==> src/rtl/taurigpu_tl_host.sv <==
// rtl/taurigpu_tl_host.sv - TL-UL single-beat initiator bridging a req/rsp port to the A/D channels
// One transaction in flight; stray D beats are drained and flagged.
module taurigpu_tl_host #(
  parameter int TL_RS   = 4,
  parameter int AW      = 12,
  parameter int TIMEOUT = 1024
) (
  input  logic             tilelink_clock_i,
  input  logic             tilelink_reset_i,
  input  logic             req_valid_i,
  output logic             req_ready_o,
  input  logic             req_write_i,
  input  logic [AW-1:0]    req_addr_i,
  input  logic [3:0]       req_mask_i,
  input  logic [31:0]      req_data_i,
  output logic             rsp_valid_o,
  input  logic             rsp_ready_i,
  output logic [31:0]      rsp_data_o,
  output logic             rsp_error_o,
  output logic             rsp_timeout_o,
  output logic             stray_o,
  output logic [2:0]       tauri_host_a_opcode,
  output logic [2:0]       tauri_host_a_param,
  output logic [3:0]       tauri_host_a_size,
  output logic [TL_RS-1:0] tauri_host_a_source,
  output logic [AW-1:0]    tauri_host_a_address,
  output logic [3:0]       tauri_host_a_mask,
  output logic [31:0]      tauri_host_a_data,
  output logic             tauri_host_a_corrupt,
  output logic             tauri_host_a_valid,
  input  logic             tauri_host_a_ready,
  input  logic [2:0]       tauri_host_d_opcode,
  input  logic [1:0]       tauri_host_d_param,
  input  logic [3:0]       tauri_host_d_size,
  input  logic [TL_RS-1:0] tauri_host_d_source,
  input  logic             tauri_host_d_denied,
  input  logic [31:0]      tauri_host_d_data,
  input  logic             tauri_host_d_corrupt,
  input  logic             tauri_host_d_valid,
  output logic             tauri_host_d_ready
);

  localparam int TW = $clog2(TIMEOUT + 1);

  typedef enum logic [1:0] {ST_IDLE, ST_ADDR, ST_WAIT, ST_RESP} state_t;

  state_t           state_q, state_d;
  logic [TL_RS-1:0] src_cnt_q;
  logic [TW-1:0]    to_cnt_q;
  logic             is_get_q;
  logic             stray_q;
  logic [31:0]      rsp_data_q;
  logic             rsp_error_q;
  logic             rsp_timeout_q;

  logic req_fire, misaligned, a_fire, d_fire, d_match, d_bad, to_hit;
  logic unused_d;

  assign unused_d   = ^{tauri_host_d_param, tauri_host_d_size};

  assign req_fire   = req_valid_i && req_ready_o;
  assign misaligned = req_addr_i[1:0] != 2'b00;
  assign a_fire     = tauri_host_a_valid && tauri_host_a_ready;
  assign d_fire     = tauri_host_d_valid && tauri_host_d_ready;
  assign d_match    = (state_q == ST_WAIT) && tauri_host_d_valid &&
                      (tauri_host_d_source == tauri_host_a_source);
  // Get expects AccessAckData (1), Put expects AccessAck (0)
  assign d_bad      = tauri_host_d_denied ||
                      (tauri_host_d_opcode != (is_get_q ? 3'd1 : 3'd0)) ||
                      (is_get_q && tauri_host_d_corrupt);
  assign to_hit     = (state_q == ST_WAIT) && !d_match && (to_cnt_q == TW'(TIMEOUT - 1));

  assign rsp_data_o    = rsp_data_q;
  assign rsp_error_o   = rsp_error_q;
  assign rsp_timeout_o = rsp_timeout_q;
  assign stray_o       = stray_q;

  always_ff @(posedge tilelink_clock_i) begin
    if (tilelink_reset_i) begin
      state_q <= ST_IDLE;
    end else begin
      state_q <= state_d;
    end
  end

  always_comb begin
    state_d            = state_q;
    req_ready_o        = 1'b0;
    tauri_host_a_valid = 1'b0;
    tauri_host_d_ready = 1'b1;
    rsp_valid_o        = 1'b0;
    case (state_q)
      ST_IDLE: begin
        req_ready_o = 1'b1;
        if (req_valid_i) state_d = misaligned ? ST_RESP : ST_ADDR;
      end
      ST_ADDR: begin
        tauri_host_a_valid = 1'b1;
        tauri_host_d_ready = 1'b0;
        if (tauri_host_a_ready) state_d = ST_WAIT;
      end
      ST_WAIT: begin
        if (d_match || to_hit) state_d = ST_RESP;
      end
      ST_RESP: begin
        rsp_valid_o = 1'b1;
        if (rsp_ready_i) state_d = ST_IDLE;
      end
      default: state_d = ST_IDLE;
    endcase
  end

  always_ff @(posedge tilelink_clock_i) begin
    if (tilelink_reset_i) begin
      src_cnt_q            <= '0;
      to_cnt_q             <= '0;
      is_get_q             <= 1'b0;
      stray_q              <= 1'b0;
      rsp_data_q           <= '0;
      rsp_error_q          <= 1'b0;
      rsp_timeout_q        <= 1'b0;
      tauri_host_a_opcode  <= '0;
      tauri_host_a_param   <= '0;
      tauri_host_a_size    <= '0;
      tauri_host_a_source  <= '0;
      tauri_host_a_address <= '0;
      tauri_host_a_mask    <= '0;
      tauri_host_a_data    <= '0;
      tauri_host_a_corrupt <= 1'b0;
    end else begin
      // Anything accepted that is not the awaited reply is dropped and flagged
      stray_q <= d_fire && !d_match;

      if (req_fire) begin
        if (req_write_i) begin
          tauri_host_a_opcode <= (req_mask_i == 4'hF) ? 3'd0 : 3'd1;
          tauri_host_a_mask   <= req_mask_i;
          tauri_host_a_data   <= req_data_i;
        end else begin
          tauri_host_a_opcode <= 3'd4;
          tauri_host_a_mask   <= 4'hF;
          tauri_host_a_data   <= '0;
        end
        tauri_host_a_param   <= '0;
        tauri_host_a_size    <= 4'd2;
        tauri_host_a_corrupt <= 1'b0;
        tauri_host_a_address <= req_addr_i;
        tauri_host_a_source  <= src_cnt_q;
        is_get_q             <= !req_write_i;
        rsp_data_q           <= '0;
        rsp_error_q          <= misaligned;
        rsp_timeout_q        <= 1'b0;
      end

      if (a_fire) begin
        src_cnt_q <= src_cnt_q + TL_RS'(1);
        to_cnt_q  <= '0;
      end else if (state_q == ST_WAIT) begin
        to_cnt_q <= to_cnt_q + TW'(1);
      end

      if (d_match) begin
        rsp_error_q <= d_bad;
        rsp_data_q  <= (is_get_q && !d_bad) ? tauri_host_d_data : 32'd0;
      end else if (to_hit) begin
        rsp_error_q   <= 1'b1;
        rsp_timeout_q <= 1'b1;
      end
    end
  end

endmodule
==> config.mk <==
export PLATFORM = sky130hd
export DESIGN_NAME = taurigpu_tl_host
export DESIGN_NICKNAME = d
export VERILOG_FILES = /design/src/rtl/taurigpu_tl_host.sv
export SDC_FILE = /design/constraint.sdc
export NUM_CORES = 1
export LEC_CHECK = 0
export ABC_AREA = 1
export ABC_CLOCK_PERIOD_IN_PS = 4800
export BUFFER_PORTS_ARGS = -buffer_cell sky130_fd_sc_hd__buf_2
export CAP_MARGIN = 0
export CORE_MARGIN = 4
export CORE_UTILIZATION = 50
export DETAILED_ROUTE_END_ITERATION = 10
export PLACE_DENSITY = 0.85
export SETUP_SLACK_MARGIN = 0.4
export SYNTH_ARGS = -nofsm -noshare
export SYNTH_HDL_FRONTEND = slang
export SYNTH_SLANG_ARGS = --single-unit
==> constraint.sdc <==
create_clock -name tilelink_clock_i -period 4.8 [get_ports tilelink_clock_i]
set_clock_uncertainty 0.1 [all_clocks]
set_input_delay 1.44 -clock tilelink_clock_i [delete_from_list [all_inputs] [get_ports tilelink_clock_i]]
set_output_delay 1.44 -clock tilelink_clock_i [all_outputs]
set_load 0.05 [all_outputs]
==> run summary <==
max frequency: 0.336 GHz
Commonest cells post-synth: 140 x nand2_1, 107 x dfxtp_1, 80 x a21oi_1
register area share after synthesis: 0.500
DR pass1 iterations: 4
EDFF count, synth: 0
clock latency on the worst-skew pair: 360 ps
H-tree levels: 3
Static Leak: 2.50 nW
final wirelength: 11.3 mm
routed len/inst: 13.3 um
Synth warnings: 0
DR vias: 4284
startpoint types: register
Nets: 851
crit path DAT: 1430 ps
GRT overflow: 0
M2 GR Usage: 0.397
first-pass GRT wire length: 18.5 mm
CORE AREA: 8260 sq um
Slew headroom: 0.518
Synth top area share: 0.500
count leader, synth: nand2_1
unrepaired setup endpoints after global routing: no
time the worst path needs with I/O delays and setup: 2970 ps
Die Height: 101 um
cell row count: 33
synthesized area per cell: 7.48 sq um
Setup Crit Path Kind: reg2out
Final Hold Viols: 0
remaining design rule violation count: 0
met1 Usage GRT: 0.244
Final ANT Viol Nets: 0
Worst path max stage delay: 370 ps
Syn-to-layout area delta: 26.0%
chip width: 101 um
CTS tree: built
Synth area leader: dfxtp_1
status: finished, final reports clean
CTS resizes: 0
final slew viol count: 0
most used cell, CP: inv_1
Worst Path Required: 3260 ps
Max Cap Viol: 0
Async SR Flop Fraction: 0
final setup fails: 0
distinct cell type count after synthesis: 27
largest net degree at the start of global routing: 59
die area: 10100 sq um
gr busiest metal: met2
hold_buf cts: 0
initial antenna violation count: 0
crit-path cells: inv_1, ha_1, inv_1, buf_2
worst-path fanout max: 3
Worst Hold Class: reg2reg
Post-Route Setup TNS: 0 ps
I/O pin total: 204
placed insts: 837
number of synthesized register bits: 107
Post-Synthesis Cells: 573
Area contributors post-synth: dfxtp_1 50%, nand2_1 12%, a21oi_1 9.3%
GRT Total Usage: 0.223
Starting Density: 0.519
Place WS: 1490 ps
hpwl dp: 8.47 mm
routability cong.: 0.818
Clk pin slew, worst setup/hold paths: 100 ps
Worst-Margin Slew: 722 ps
crit path capture type: primary output
Final WS setup: 1830 ps
Post-CTS Repair Setup Buffers: 0
diodes inserted: 0
vias in the first global route: 4226
pwr dens: 465 nW/um^2
Via density: 5.02
CTS root buffer: clkbuf_8
Sink Count: 107
top_reg_cell synth: dfxtp_1
total CTS buffers: 9
mapped cell area: 4290 sq um
1st-iter DRT viols: 138
Max rail drop VDD: 0.290 mV
CP max-delay cell: dfxtp_1
number of port buffers: 189
share of cells above drive strength 1: 0.293
CTS max path bufs: 2
fin cells: 853
met3 Track Usage GR: 0.0678
Tcrit/Tclk final: 0.620
[critical path: cells and delay by family, from the launching register on]
| family | cells | cell delay [ps] |
|---|---|---|
| fa+ha+maj | 1 | 210 |
| flops | 1 | 370 |
| buf+inv | 3 | 500 |
[sequential cells by signal (all words and copies together), names as in the netlist, 4 cells and up]
name / flops
rsp_data_o: 32
tauri_host_a_data: 32
tauri_host_a_address: 12
to_cnt_q: 11
src_cnt_q: 4
tauri_host_a_mask: 4
tauri_host_a_source: 4
[stage by stage]
stage                     utilization  hold WS, ps  total power [mW]  area, sq um
final                           0.654          368              2.51         5400
after global routing            0.654          389              2.65         5400
after CTS                       0.654          370              2.53         5400
after detailed placement        0.629          352              1.96         5190
after global placement          0.629          349              1.94         5190
after floorplan                     -          345              1.76         4310
[area by class of cell]
cell class	count	area [sq um]
timing repair buffer	193	976
tap	105	131
multi-input combinational	401	1830
fill	725	2860
clock buffer	10	138
inverter	31	116
clock inverter	6	72.6
sequential	107	2140
[power breakdown]
group / total, mW / switching (mW) / internal (mW) / leakage [nW]
Combinational: 0.894 / 0.688 / 0.206 / 1.52
Sequential: 1.05 / 0.0586 / 0.989 / 0.870
Clock: 0.569 / 0.308 / 0.261 / 0.103
Total: 2.51 / 1.05 / 1.46 / 2.50
[cells in the final DEF, fill, tap and decap left out, types with 3 or more instances in the layout]
cell type  Yosys  final
nor2_1        68     67
inv_1         30     30
nand2_1      140    139
nand2_2        2      3
nor3_1         6      6
buf_4         10      4
nor2_2         2      3
nand4_1        3      3
nand3_1       50     50
a21oi_1       80     80
dfxtp_1      107    107
conb_1         1      8
o21ai_0       27     27
buf_2          9    189
ha_1           6      6
clkbuf_8       0     10
[final timing paths]
| check | from | to | slack [ps] | depth (start not counted) |
|---|---|---|---|---|
| max | state_q[1] | tauri_host_d_ready | 1830 | 4 |
| min | tauri_host_a_data[4] | tauri_host_a_data[4] | 370 | 2 |
| max reg2reg | state_q[0] | tauri_host_a_mask[1] | 2350 | 6 |
| min reg2reg | tauri_host_a_data[4] | tauri_host_a_data[4] | 370 | 2 |
[kinds of logic (layout without fill, tap and decap cells)]
kind of cell	count (synthesis)	count (layout)	share of synthesized area
and+or+nand+nor	275	275	0.266
AOI/OAI and AO/OA	109	109	0.128
DFF	107	107	0.500
buffers and inverters	72	240	0.0814
adders and majority gates	6	6	0.0175
xor gates and xnor gates	3	3	0.00613
other	1	8	0.000875
[per-layer routing]
layer | routed length (um) | vias to the layer above | part of all wire
met3 | 971 | 25 | 0.086
li1 | - | 2172 | -
met1 | 4440 | 1922 | 0.39
met2 | 5670 | 165 | 0.50
met4 | 267 | 0 | 0.024
met5 | 0 | - | 0
Note: power is estimated with default switching activity, not from simulation.
